`config.mk`:
```
export PLATFORM = sky130hd
export DESIGN_NAME = cbx_mem_bank_loader_flat
export DESIGN_NICKNAME = d
export VERILOG_FILES = /design/src/rtl/cbx_mem_bank_loader_pkg.sv /design/src/rtl/cbx_mem_bank_loader_if.sv /design/src/rtl/cbx_wl_decoder.sv /design/src/rtl/cbx_mem_bank_loader.sv /design/src/flat_wrapper.sv
export SDC_FILE = /design/constraint.sdc
export NUM_CORES = 1
export LEC_CHECK = 0
export BUFFER_PORTS_ARGS = -buffer_cell sky130_fd_sc_hd__buf_2
export CAP_MARGIN = 20
export CORE_MARGIN = 5
export CORE_UTILIZATION = 53
export CTS_BUF_LIST = sky130_fd_sc_hd__clkbuf_8
export DETAILED_ROUTE_END_ITERATION = 10
export HOLD_SLACK_MARGIN = 0.02
export PLACE_DENSITY = 0.79
export SLEW_MARGIN = 15
export SYNTH_ARGS = -nofsm -noshare
export SYNTH_HDL_FRONTEND = slang
export SYNTH_SLANG_ARGS = --single-unit
```
`constraint.sdc`:
```
create_clock -name prog_clk -period 7 [get_ports prog_clk]
set_input_delay 1.05 -clock prog_clk [delete_from_list [all_inputs] [get_ports prog_clk]]
set_output_delay 1.05 -clock prog_clk [all_outputs]
set_load 0.03 [all_outputs]
```
`src/rtl/cbx_mem_bank_loader_pkg.sv`:
```
// Shared types and sizing helpers for the connection-block configuration loader.
// Optional feature macro used by this slice: CBX_MEM_BANK_LOADER_PARITY_EN.
package cb_cfg_pkg;

  typedef enum logic [2:0] {
    IDLE,
    LOAD,
    SETUP,
    WRITE,
    HOLD
  } cb_state_e;

  localparam int unsigned WL_W_DEF = 72;
  localparam int unsigned ROW_W    = $clog2(WL_W_DEF);

  function automatic int unsigned calc_nw(input int unsigned bl_w, input int unsigned data_w);
    return (bl_w + data_w - 1) / data_w;
  endfunction

  function automatic int unsigned row_width(input int unsigned wl_w);
    return (wl_w > 1) ? $clog2(wl_w) : 1;
  endfunction

endpackage

```
`src/rtl/cbx_mem_bank_loader_if.sv`:
```
// Valid/ready configuration word stream into the bank loader.
// CBX_MEM_BANK_LOADER_PARITY_EN adds a per-word odd-parity bit.
interface cbx_mem_bank_loader_if #(
  parameter int unsigned DATA_W = 8
);
  logic [DATA_W-1:0] cfg_data;
  logic              cfg_valid;
  logic              cfg_ready;
`ifdef CBX_MEM_BANK_LOADER_PARITY_EN
  logic              cfg_parity;

  modport master (output cfg_data, output cfg_valid, output cfg_parity, input cfg_ready);
  modport slave  (input cfg_data, input cfg_valid, input cfg_parity, output cfg_ready);
`else
  modport master (output cfg_data, output cfg_valid, input cfg_ready);
  modport slave  (input cfg_data, input cfg_valid, output cfg_ready);
`endif
endinterface

```
`src/rtl/cbx_wl_decoder.sv`:
```
// Registered one-hot word-line decoder; drives all-zero when disabled,
// when the frame is in error, or when the row is outside the port width.
module cbx_wl_decoder #(
  parameter int unsigned WL_W = 72,
  parameter int unsigned RW   = 7
) (
  input  logic            clk,
  input  logic            rst,
  input  logic [RW-1:0]   row,
  input  logic            en,
  input  logic            err,
  output logic [WL_W-1:0] wl
);

  always_ff @(posedge clk or posedge rst) begin
    if (rst) begin
      wl <= '0;
    end else begin
      for (int unsigned i = 0; i < WL_W; i++) begin
        wl[i] <= en && !err && (32'(row) == i);
      end
    end
  end

endmodule

```
`src/rtl/cbx_mem_bank_loader.sv`:
```
// Frame loader for the X connection-block bit-line/word-line bank: header + NW
// data words build a shadow row, then bl is driven and one wl pulsed with margins.
// Optional odd-parity checking: CBX_MEM_BANK_LOADER_PARITY_EN.
module cbx_mem_bank_loader
  import cb_cfg_pkg::*;
#(
  parameter int unsigned DATA_W   = 8,
  parameter int unsigned BL_W     = 72,
  parameter int unsigned WL_W     = 72,
  parameter int unsigned WL_PULSE = 2
) (
  input  logic                  prog_clk,
  input  logic                  pReset,
  cbx_mem_bank_loader_if.slave  cfg,
  output logic [BL_W-1:0]       bl,
  output logic [WL_W-1:0]       wl,
  output logic                  busy,
  output logic                  cfg_done,
  output logic                  cfg_err
);

  localparam int unsigned NW = calc_nw(BL_W, DATA_W);
  localparam int unsigned CW = (NW > 1) ? $clog2(NW) : 1;
  localparam int unsigned RW = row_width(WL_W);

  localparam logic [CW-1:0] W_LAST  = CW'(NW - 1);
  localparam logic [3:0]    P_LAST  = 4'(WL_PULSE - 1);
  localparam logic [RW:0]   ROW_LIM = (RW + 1)'(WL_W);

  cb_state_e         state, state_nxt;
  logic [CW-1:0]     wcnt, wcnt_nxt;
  logic [3:0]        pcnt, pcnt_nxt;
  logic [RW-1:0]     row, row_nxt, hdr_row;
  logic              err_nxt;
  logic [BL_W-1:0]   shadow, shadow_nxt, bl_nxt;
  logic              accept;
  logic              par_bad;

  always_comb begin
    hdr_row = RW'(cfg.cfg_data);
    accept  = cfg.cfg_valid && cfg.cfg_ready;
`ifdef CBX_MEM_BANK_LOADER_PARITY_EN
    par_bad = ~(^{cfg.cfg_data, cfg.cfg_parity});
`else
    par_bad = 1'b0;
`endif
  end

  always_comb begin
    state_nxt  = state;
    wcnt_nxt   = wcnt;
    pcnt_nxt   = pcnt;
    row_nxt    = row;
    err_nxt    = cfg_err;
    shadow_nxt = shadow;
    bl_nxt     = bl;
    unique case (state)
      IDLE: begin
        if (accept) begin
          row_nxt   = hdr_row;
          err_nxt   = ({1'b0, hdr_row} >= ROW_LIM) || par_bad;
          wcnt_nxt  = '0;
          state_nxt = LOAD;
        end
      end
      LOAD: begin
        if (accept) begin
          for (int unsigned b = 0; b < BL_W; b++) begin
            if (b / DATA_W == 32'(wcnt)) shadow_nxt[b] = cfg.cfg_data[b % DATA_W];
          end
          if (par_bad) err_nxt = 1'b1;
          if (wcnt == W_LAST) begin
            // bl loads together with the final word so it is settled a full
            // cycle before the registered decoder raises wl.
            bl_nxt    = shadow_nxt;
            wcnt_nxt  = '0;
            state_nxt = SETUP;
          end else begin
            wcnt_nxt = wcnt + 1'b1;
          end
        end
      end
      SETUP: begin
        pcnt_nxt  = '0;
        state_nxt = WRITE;
      end
      WRITE: begin
        if (pcnt == P_LAST) begin
          pcnt_nxt  = '0;
          state_nxt = HOLD;
        end else begin
          pcnt_nxt = pcnt + 1'b1;
        end
      end
      HOLD:    state_nxt = IDLE;
      default: state_nxt = IDLE;
    endcase
  end

  always_ff @(posedge prog_clk or posedge pReset) begin
    if (pReset) begin
      state         <= IDLE;
      wcnt          <= '0;
      pcnt          <= '0;
      row           <= '0;
      cfg_err       <= 1'b0;
      shadow        <= '0;
      bl            <= '0;
      cfg.cfg_ready <= 1'b0;
      busy          <= 1'b0;
      cfg_done      <= 1'b0;
    end else begin
      state         <= state_nxt;
      wcnt          <= wcnt_nxt;
      pcnt          <= pcnt_nxt;
      row           <= row_nxt;
      cfg_err       <= err_nxt;
      shadow        <= shadow_nxt;
      bl            <= bl_nxt;
      cfg.cfg_ready <= (state_nxt == IDLE) || (state_nxt == LOAD);
      busy          <= (state_nxt != IDLE);
      cfg_done      <= (state_nxt == HOLD);
    end
  end

  cbx_wl_decoder #(
    .WL_W (WL_W),
    .RW   (RW)
  ) u_wl_decoder (
    .clk (prog_clk),
    .rst (pReset),
    .row (row),
    .en  (state_nxt == WRITE),
    .err (cfg_err),
    .wl  (wl)
  );

endmodule
```
`src/flat_wrapper.sv`:
```
// flat-port wrapper written by rule: the top's interface ports become plain ports
module cbx_mem_bank_loader_flat import cb_cfg_pkg::*;
#(
  parameter int unsigned DATA_W   = 8,
  parameter int unsigned BL_W     = 72,
  parameter int unsigned WL_W     = 72,
  parameter int unsigned WL_PULSE = 2
)
  (prog_clk, pReset, bl, wl, busy, cfg_done, cfg_err, cfg_cfg_data, cfg_cfg_valid, cfg_cfg_ready);
  cbx_mem_bank_loader_if #(.DATA_W(DATA_W)) cfg_i ();
  input  logic prog_clk;
  input  logic pReset;
  output logic [BL_W-1:0] bl;
  output logic [WL_W-1:0] wl;
  output logic busy;
  output logic cfg_done;
  output logic cfg_err;
  input wire logic [$bits(cfg_i.cfg_data)-1:0] cfg_cfg_data;
  input wire logic [$bits(cfg_i.cfg_valid)-1:0] cfg_cfg_valid;
  output wire logic [$bits(cfg_i.cfg_ready)-1:0] cfg_cfg_ready;
  assign cfg_i.cfg_data = cfg_cfg_data;
  assign cfg_i.cfg_valid = cfg_cfg_valid;
  assign cfg_cfg_ready = cfg_i.cfg_ready;
  cbx_mem_bank_loader #(.DATA_W(DATA_W), .BL_W(BL_W), .WL_W(WL_W), .WL_PULSE(WL_PULSE)) u_core (.prog_clk(prog_clk), .pReset(pReset), .cfg(cfg_i), .bl(bl), .wl(wl), .busy(busy), .cfg_done(cfg_done), .cfg_err(cfg_err));
endmodule
```
==> results by group <==
Setup path
  • Crit path kind: primary input to flop
  • R2R depth: 5
  • Most Frequent Cell on Critical Path: buf_4
  • CP max-delay cell: buf_4
  • Worst-path cell chain: buf_2 -> nand3_2 -> nor3_4 -> buf_4 -> buf_4 -> mux2_2
  • Worst R2R End: u_core.bl[69]
  • Family with the most delay on the worst path: buffers and inverters
  • RR Startpoint: u_core.state[1]
  • WP data arrival: 3450 ps
  • CP startpoint: cfg_cfg_valid
  • Buf/Inv on CP: 3
  • WP data required: 7390 ps
  • CP startpoint kind: primary input
  • Worst-path fanout max: between 40 and 50
  • Critical Path Max Stage Delay: between 700 and 800 ps
  • Nature of the critical path endpoint: flop
  • Reg2reg setup slack: 3960 ps

Route
  • Detail-routed via count per cell: 5.32
  • DRT Wirelength: 20.3 mm
  • DR vias: between 5k and 6k
  • DR iter-0 viols: 217
  • DRC Markers: 0
  • DR pass1 iterations: 4
  • Post-detailed-route count of antenna-violating nets: 0
  • Routed length per instance: 18.7 um

Timing
  • RSZ-0062 raised after global routing: false
  • Period minus WS final: 3050 ps
  • Final TNS setup: 0 ps
  • Final setup fails: 0
  • Tightest Pin Transition: 956 ps
  • Peak Freq: 328 MHz
  • Final worst-path cycle share: between 40% and 50%
  • Fin Clk Skew: ~27 ps
  • Normalized max-slew margin: 36.3%
  • Hold Violations, Final: 0
  • Final Max Slew Viols: 0

Synth
  • Post-synth EDFFs: 0
  • Warnings from Yosys: 0
  • Mapped Cells: 672
  • Count of state elements after synthesis: 230
  • Synthesized area per cell: 14.6 um2
  • Simple-gate share of the synthesized area: a little under 9%
  • Synth Area in Adders: 0.763%
  • Mux share of post-synthesis cell area: between 20% and 30%
  • Synth Area in XOR/XNOR: less than 1%
  • Post-synthesis cell area: 9830 um2
  • Top FF cell, synth: dfrtp_1
  • Post-synth net total: 689
  • Register area share after synthesis: between 50% and 60%
  • Distinct cells, synth: 42
  • Largest family of logic cells by synthesized area: multiplexers
  • Compound-Gate Fraction of Synth Area: 1.08%
  • Synth async-reset ratio: 100%

Floorplan
  • Initial cell density of the core: between 50% and 60%
  • # IOs: between 150 and 200
  • Floorplan Core Area: about 18,000 um2
  • Die height: 146 um
  • Row cnt: 49
  • Die W: 146 um
  • Die footprint: 21,400 um2

Cells and area
  • Register Area: about 5800 um2
  • Multi-input gate area: 3650 um2
  • Synth-to-Final Area Change: 15.6%
  • Proportion of layout cells with a drive suffix above 1: a little over half
  • Final #Nets: 844
  • Non-filler cells, final: 1,084
  • Layout filler cell count: 1,374

Clock network
  • CTS tree: yes
  • # Post-CTS Setup Buffers: 0
  • Hold buffers post-CTS: 0
  • Clock sinks: 230
  • Clock latency at the later pin of the worst-skew pair: 530 ps
  • CTS Buf Count: 39
  • CTS root buf: clkbuf_8
  • H-tree levels: 2
  • Clock buffer depth: 3
  • CTS clk-pin slew, worst paths: 50 ps
  • CTS resizes: 0

Global routing
  • Most used routing layer: met2
  • Vias in the first global route: 6,158
  • Grt ovf: 0
  • Largest net degree at the start of global routing: 76
  • First-pass GRT wire length: 33.3 mm
  • Met3 GRT Util: about 4.7%
  • GR Util met1: 26.5%
  • GRT Total Usage: 19.2%
  • Initial antenna violation count: 0
  • Met2 Use GR: 29.9%

Power
  • Worst vdd rail ir drop: 307 uV
  • Static Leak: 5.73 nW
  • Pwr Total: 5.02 mW
  • Pwr per Cell Area: 442 nW/um2

Min path
  • Worst hold path startpoint: u_core.shadow[8]
  • Hold path depth: 1
  • Worst Hold Class: flop to flop
  • Hold Path End: u_core.shadow[8]

Flow run
  • Max-cap viol count: 0

Placement
  • Placer Congestion: 0.774
  • Count of input and output buffers: 158
  • Placed insts: a little over 1k
  • Detailed-placement wirelength estimate: 13.1 mm

Status
  • Status: finished clean
flip-flops by register name, indices dropped and copies added, names as in the netlist:
name,count
u_core.bl,72
u_core.busy,1
u_core.cfg.cfg_ready,1
u_core.cfg_done,1
u_core.cfg_err,1
u_core.pcnt,4
u_core.row,7
u_core.shadow,64
u_core.state,3
u_core.u_wl_decoder.wl,72
u_core.wcnt,4
per-stage QoR:
stage	area [um2]	utilization [%]	hold slack, ps	worst slack [ps]
floorplan	9840	-	475	2940
global placement	10600	58.3	482	3510
detailed placement	10600	58.3	488	3420
CTS	11400	62.6	502	3950
global route	11400	62.6	513	3800
finish	11400	62.7	500	3950
cell usage after synthesis, types with 2 or more instances:
library cell / number / share of area [%]
dfrtp_1: 230 / 59
ha_1: 6 / 0.76
nor3_1: 34 / 1.7
nand2b_1: 7 / 0.45
buf_4: 2 / 0.15
nor3_4: 5 / 0.83
clkbuf_1: 20 / 0.76
nand2_1: 13 / 0.50
nand4b_1: 2 / 0.18
or2_2: 3 / 0.19
buf_6: 5 / 0.57
nand3b_1: 7 / 0.53
buf_1: 5 / 0.19
nand4_1: 6 / 0.38
nor2_1: 47 / 1.8
o21ai_0: 6 / 0.31
nand3_2: 3 / 0.31
o31ai_1: 2 / 0.15
mux2_4: 70 / 11
nor2b_1: 6 / 0.38
buf_2: 12 / 0.61
nand3_1: 5 / 0.25
inv_1: 6 / 0.23
nor3b_1: 5 / 0.38
mux2_2: 138 / 16
buf_12: 9 / 1.8
a21oi_1: 2 / 0.10
nand4bb_1: 2 / 0.23
final cells by class:
class	instances	share of cell area, %
diodes	1	0.0220
clock inverters	19	1.01
repair buffers	167	7.55
well taps	229	2.52
flip-flops and latches	230	50.6
clock buffers	49	5.93
multi-input cells	383	32.1
inverters	6	0.231
worst register-to-register path, delay by kind of cell, from the launching register on:
| family | cells | cell delay, ps |
|---|---|---|
| buf+inv | 2 | 1220 |
| flops | 1 | 460 |
| mux | 1 | 440 |
| simple gates | 2 | 780 |
report_power, final:
part           switching [mW]  total (mW)  internal [mW]
Combinational           0.964        1.80          0.833
Sequential              0.286        2.03           1.74
Clock                   0.526        1.19          0.668
cell usage in the layout (no fill, tap or decap), types with 9 or more instances in the layout:
master / instances
mux2_2: 138
nor3_1: 34
inv_1: 16
dfrtp_1: 230
nand2_1: 13
nor2_1: 47
mux2_4: 70
clkbuf_8: 49
buf_4: 9
buf_2: 158
worst max-delay path by stage:
stage               endpoint  slack (ps)  cells past startpoint
3_3_place_gp   u_core.bl[70]        3510                      6
3_5_place_dp   u_core.bl[70]        3420                      6
5_1_grt        u_core.bl[70]        3800                      7
2_1_floorplan   u_core.bl[0]        2940                      1
6_report       u_core.bl[69]        3950                      6
4_1_cts        u_core.bl[69]        3950                      5
metal layers:
metal,part of all wire (%),vias up
met2,46,210
met5,0,-
met1,45,2866
li1,-,2655
met3,6.7,39
met4,2.0,0
cells by family after synthesis:
| logic type | Yosys count |
|---|---|
| muxes | 208 |
| and+or+nand+nor | 152 |
| AOI/OAI and AO/OA | 16 |
| buffers and inverters | 59 |
| adders and majority gates | 6 |
| DFF | 230 |
| xor gates and xnor gates | 1 |
No activity file was read; power rests on OpenSTA's default activity.
